===== src/rtl/flag_stack_reg.sv =====
// Condition-flag register with per-bit masked updates and a LIFO save/restore stack.
// Successor of the fixed N/V/Z register; for WIDTH=3 the bit order is {N, V, Z}.
module flag_stack_reg #(
    parameter int WIDTH = 3,
    parameter int DEPTH = 4,
    parameter int CW    = $clog2(DEPTH + 1)
) (
    input  logic             clk,
    input  logic             rst,
    input  logic             flag_en,
    input  logic [WIDTH-1:0] flag_mask,
    input  logic [WIDTH-1:0] in,
    input  logic             push,
    input  logic             pop,
    output logic [WIDTH-1:0] flag_out,
    output logic [CW-1:0]    stk_cnt,
    output logic             stk_full,
    output logic             stk_empty,
    output logic             stk_err
);

    localparam logic [CW-1:0] DEPTH_C = CW'(DEPTH);
    localparam logic [CW-1:0] ONE_C   = CW'(1);

    logic [WIDTH-1:0] flags_q, flags_d;
    logic [CW-1:0]    cnt_q, cnt_d;
    logic             err_q, err_d;
    logic [WIDTH-1:0] stack_q [DEPTH];
    logic [WIDTH-1:0] stack_d [DEPTH];

    logic             full, empty;
    logic [CW-1:0]    top_idx;
    logic [WIDTH-1:0] top_val;
    logic [WIDTH-1:0] upd_val;

    assign full    = (cnt_q == DEPTH_C);
    assign empty   = (cnt_q == '0);
    assign top_idx = cnt_q - ONE_C;

    // CW always leaves headroom above DEPTH, so the wrapped index seen while
    // empty never matches a real entry and top_val reads as zero then.
    always_comb begin
        top_val = '0;
        for (int i = 0; i < DEPTH; i++) begin
            if (CW'(i) == top_idx) begin
                top_val = stack_q[i];
            end
        end
    end

    always_comb begin
        upd_val = flags_q;
        if (flag_en) begin
            upd_val = (flags_q & ~flag_mask) | (in & flag_mask);
        end
    end

    always_comb begin
        flags_d = flags_q;
        cnt_d   = cnt_q;
        err_d   = err_q;
        stack_d = stack_q;

        if (pop && !empty && push) begin
            // swap: current word goes to the top slot, old top comes back
            flags_d = top_val;
            for (int i = 0; i < DEPTH; i++) begin
                if (CW'(i) == top_idx) begin
                    stack_d[i] = flags_q;
                end
            end
        end else if (pop && !empty) begin
            flags_d = top_val;
            cnt_d   = cnt_q - ONE_C;
        end else begin
            flags_d = upd_val;
            if (push) begin
                if (!full) begin
                    for (int i = 0; i < DEPTH; i++) begin
                        if (CW'(i) == cnt_q) begin
                            stack_d[i] = flags_q;
                        end
                    end
                    cnt_d = cnt_q + ONE_C;
                end else begin
                    err_d = 1'b1;
                end
            end else if (pop) begin
                err_d = 1'b1;
            end
        end
    end

    always_ff @(posedge clk or negedge rst) begin
        if (!rst) begin
            flags_q <= '0;
            cnt_q   <= '0;
            err_q   <= 1'b0;
            for (int i = 0; i < DEPTH; i++) begin
                stack_q[i] <= '0;
            end
        end else begin
            flags_q <= flags_d;
            cnt_q   <= cnt_d;
            err_q   <= err_d;
            for (int i = 0; i < DEPTH; i++) begin
                stack_q[i] <= stack_d[i];
            end
        end
    end

    assign flag_out  = flags_q;
    assign stk_cnt   = cnt_q;
    assign stk_full  = full;
    assign stk_empty = empty;
    assign stk_err   = err_q;

endmodule


===== config.mk =====
export PLATFORM = sky130hd
export DESIGN_NAME = flag_stack_reg
export DESIGN_NICKNAME = d
export VERILOG_FILES = /design/src/rtl/flag_stack_reg.sv
export SDC_FILE = /design/constraint.sdc
export NUM_CORES = 1
export LEC_CHECK = 0
export ABC_AREA = 1
export ABC_CLOCK_PERIOD_IN_PS = 4080
export CAP_MARGIN = 30
export CORE_ASPECT_RATIO = 0.5
export CORE_MARGIN = 4
export CORE_UTILIZATION = 33
export CTS_BUF_LIST = sky130_fd_sc_hd__clkbuf_2
export CTS_CLUSTER_DIAMETER = 50
export CTS_CLUSTER_SIZE = 8
export DETAILED_ROUTE_END_ITERATION = 6
export GPL_TIMING_DRIVEN = 0
export PLACE_DENSITY = 0.66
export SLEW_MARGIN = 20
export SYNTH_ARGS = -nofsm -noshare
export SYNTH_HDL_FRONTEND = slang
export SYNTH_SLANG_ARGS = --single-unit

===== constraint.sdc =====
create_clock -name clk -period 4.08 [get_ports clk]
set_clock_uncertainty 0.15 [all_clocks]
set_input_delay 1.02 -clock clk [delete_from_list [all_inputs] [get_ports clk]]
set_output_delay 1.02 -clock clk [all_outputs]
set_load 0.02 [all_outputs]

==> metrics.md <==
| Metric | Value |
|---|---|
| Core Area | 3140 um2 |
| Final number of setup-violating endpoints | 0 |
| Routed Antenna Nets | 0 |
| First DRT Iteration DRCs | 41 |
| Worst hold path type | reg2reg |
| Power Density | 713 nW/um2 |
| Die W | between 90 and 100 um |
| Post-CTS Resized | 0 |
| Leak pwr | between 0.6 and 0.7 nW |
| DP HPWL | 2.12 mm |
| Max H-tree Level | 1 |
| GRT Util Overall | 0.126 |
| Most frequent cells in the layout | nand2_1, inv_1, dfrtp_1, clkdlybuf4s50_1, nand3_1 |
| Main combinational cell family by area after synthesis | simple AND/OR/NAND/NOR gates |
| WL/cell | 12.5 um |
| DRT Pass-1 Iters | 4 |
| Via density | approximately 5 |
| Routed via count | 1042 |
| Share of layout cells above drive strength 1 | 0.105 |
| Die Span Y | 49.5 um |
| Setup crit start kind | flop |
| Mapped Cells | 148 |
| Fmax achieved | roughly 0.32 GHz |
| Post-synthesis sequential area ratio | 0.419 |
| Crit path capture type | output port |
| Comb power frac | 0.574 |
| Worst Tran Pin Value | about 0.35 ns |
| Critical path buffers and inverters | 3 |
| Compound-Gate Fraction of Synth Area | 0.125 |
| Post-route insts no fill | 212 |
| Worst vdd ir | 0.165 mV |
| Clk pwr share | 0.083 |
| First-pass GRT wire length | around 4.5 mm |
| Largest net degree at the start of global routing | 20 |
| Post-synthesis xor/xnor area fraction | 0.00772 |
| Synth cell types | 21 |
| Layout filler cell count | 304 |
| Std cell rows | 14 |
| Storage element area | around 480 um2 |
| Synth Register Bits | 19 |
| Pint | 517 uW |
| CP Max Fanout | 4 |
| Number of hold buffers added after CTS | 0 |
| Synthesized net count | roughly 170 |
| Final core utilization | 0.450 |
| Worst path most repeated cell | inv_1 |
| Starting Density | 0.362 |
| Clock Latency Late Sink | 0.32 ns |
| Worst slew margin | 0.765 |
| Number of global-route vias before repair | 971 |
| Post-CTS setup buffer count | 0 |
| Seq pwr share | 0.343 |
| Clock Tree Buf Depth | 2 |
| Final period util | 0.766 |
| Max_cap viols | 0 |
| Num CTS Buffers | 3 |
| CP arrival | 1.95 ns |
| Min cycle time layout | 3.12 ns |
| Initial antenna violation count | 0 |
| Mux share of post-synthesis cell area | 0 |
| Sw Share | 0.486 |
| Root Driver | clkbuf_2 |
| Kind of cell adding the most delay to the critical path | buffers and inverters |
| # clock sinks | 19 |
| Max-slew violations | 0 |
| Unrepaired setup endpoints after global routing | false |
| Final Hold Vio Count | 0 |
| Top-level port count | 20 |
| Nets | 190 |
| GPL Wtd Cong | 0.836 |
| Setup_tns | 0 ns |
| Simple-Gate Fraction of Synth Area | 0.299 |
| Critical path, cell by cell | inv_1 -> ha_1 -> nand2_1 -> inv_1 -> clkdlybuf4s50_1 |
| Multi-input gate area | approximately 560 um2 |
| CTS tree | built |
| Drc violations | 0 |
| Net Switching | 489 uW |
| CTS clk-pin slew, worst paths | 0.19 ns |
| Setup CP Type | reg2out |
| Most common cell after layout, fill and taps aside | nand2_1 |
| Syn. warnings | 0 |
| Worst endpoint required time | just under 3 ns |
| Synthesis-to-layout area growth | 24.3% |
| Slowest CP cell | clkdlybuf4s50_1 |
| DP Cell Count | 207 |
| Ant. Diodes | 0 |
| Total gr overflow | 0 |
| Status | finished, final reports clean |
| I/O Buffers | 19 |
| Post-synthesis adder-cell area fraction | 0.0662 |
| Die area | roughly 4500 um2 |
| Critical Path Max Stage Delay | 0.59 ns |
| Mean Syn Cell Area | between 7 and 8 um2 |
| Drt total wl | 2.64 mm |
| Syn Std Cell Area | between 1000 and 1500 um2 |
[metal layers]
layer,wire length [um],track usage
met3,155,0.0350
met1,1300,0.177
met4,22,0.0300
met5,0,0
met2,1160,0.191
[logic make-up (layout without fill, tap and decap cells)]
group,Yosys count,after routing
AND/OR/NAND/NOR,74,74
AO/OA/AOI/OAI,24,24
buffers and inverters,24,48
flip-flops,19,19
adder cells (fa/ha/maj),6,6
XOR/XNOR,1,1
[cell usage after synthesis]
master | instances | area (um2)
o21bai_1 | 1 | 7.51
nand4_1 | 4 | 25.0
o21ai_0 | 12 | 60.1
xor2_1 | 1 | 8.76
o22ai_2 | 1 | 12.5
a31oi_1 | 2 | 12.5
nor2_1 | 4 | 15.0
nor2_2 | 1 | 6.26
inv_1 | 21 | 78.8
dfrtp_1 | 19 | 475
nor3b_1 | 1 | 7.51
nand3_1 | 14 | 70.1
o21ai_2 | 1 | 8.76
nand2_2 | 5 | 31.3
nand2_4 | 2 | 22.5
inv_2 | 2 | 7.51
o211ai_1 | 2 | 15.0
clkinv_4 | 1 | 8.76
a21oi_1 | 5 | 25.0
ha_1 | 6 | 75.1
nand2_1 | 43 | 161
[power by group through the flow]
stage | sequential [mW] | clock (mW) | combinational [mW]
2_1_floorplan | 0.367 | 0 | 0.358
3_3_place_gp | 0.347 | 0 | 0.558
3_5_place_dp | 0.351 | 0 | 0.573
4_1_cts | 0.345 | 0.0861 | 0.577
5_1_grt | 0.358 | 0.0969 | 0.649
6_report | 0.344 | 0.0835 | 0.577
[worst reg2reg max path, delay by kind of cell (launching register included)]
kind	cells	cell delay, ns
fa+ha+maj	1	0.24
flops	1	0.43
buf+inv	2	0.20
simple gates	3	0.38
compound gates	2	0.42
[worst paths after layout]
| path | start | endpoint | slack [ns] | depth (start not counted) |
|---|---|---|---|---|
| setup / recovery | stk_cnt[0] | stk_full | 0.96 | 5 |
| hold / removal | stack_q[11] | stack_q[11] | 0.35 | 2 |
| setup reg to reg | stk_cnt[0] | stack_q[2] | 2.15 | 8 |
| hold reg to reg | stack_q[11] | stack_q[11] | 0.35 | 2 |
| max in group asynchronous | rst | stack_q[1] | 2.59 | 2 |
| min in group asynchronous | rst | stk_err | 0.79 | 1 |
[cell type report]
class	instances	share of cell area
clock inverter	1	0.00355
timing repair buffer	20	0.146
sequential	19	0.337
clock buffer	3	0.0106
inverter	24	0.0674
tap	40	0.0355
multi-input combinational	105	0.400
[metrics by stage]
stage | hold WS, ns | setup slack [ns] | area [um2] | total power, mW
3_5_place_dp | 0.314 | 1.34 | 1380 | 0.924
6_report | 0.353 | 0.956 | 1410 | 1.01
4_1_cts | 0.354 | 0.946 | 1400 | 1.01
2_1_floorplan | 0.292 | 1.73 | 1130 | 0.724
3_3_place_gp | 0.313 | 1.33 | 1380 | 0.905
5_1_grt | 0.385 | 0.793 | 1410 | 1.10
(Power assumes the default switching activity.)
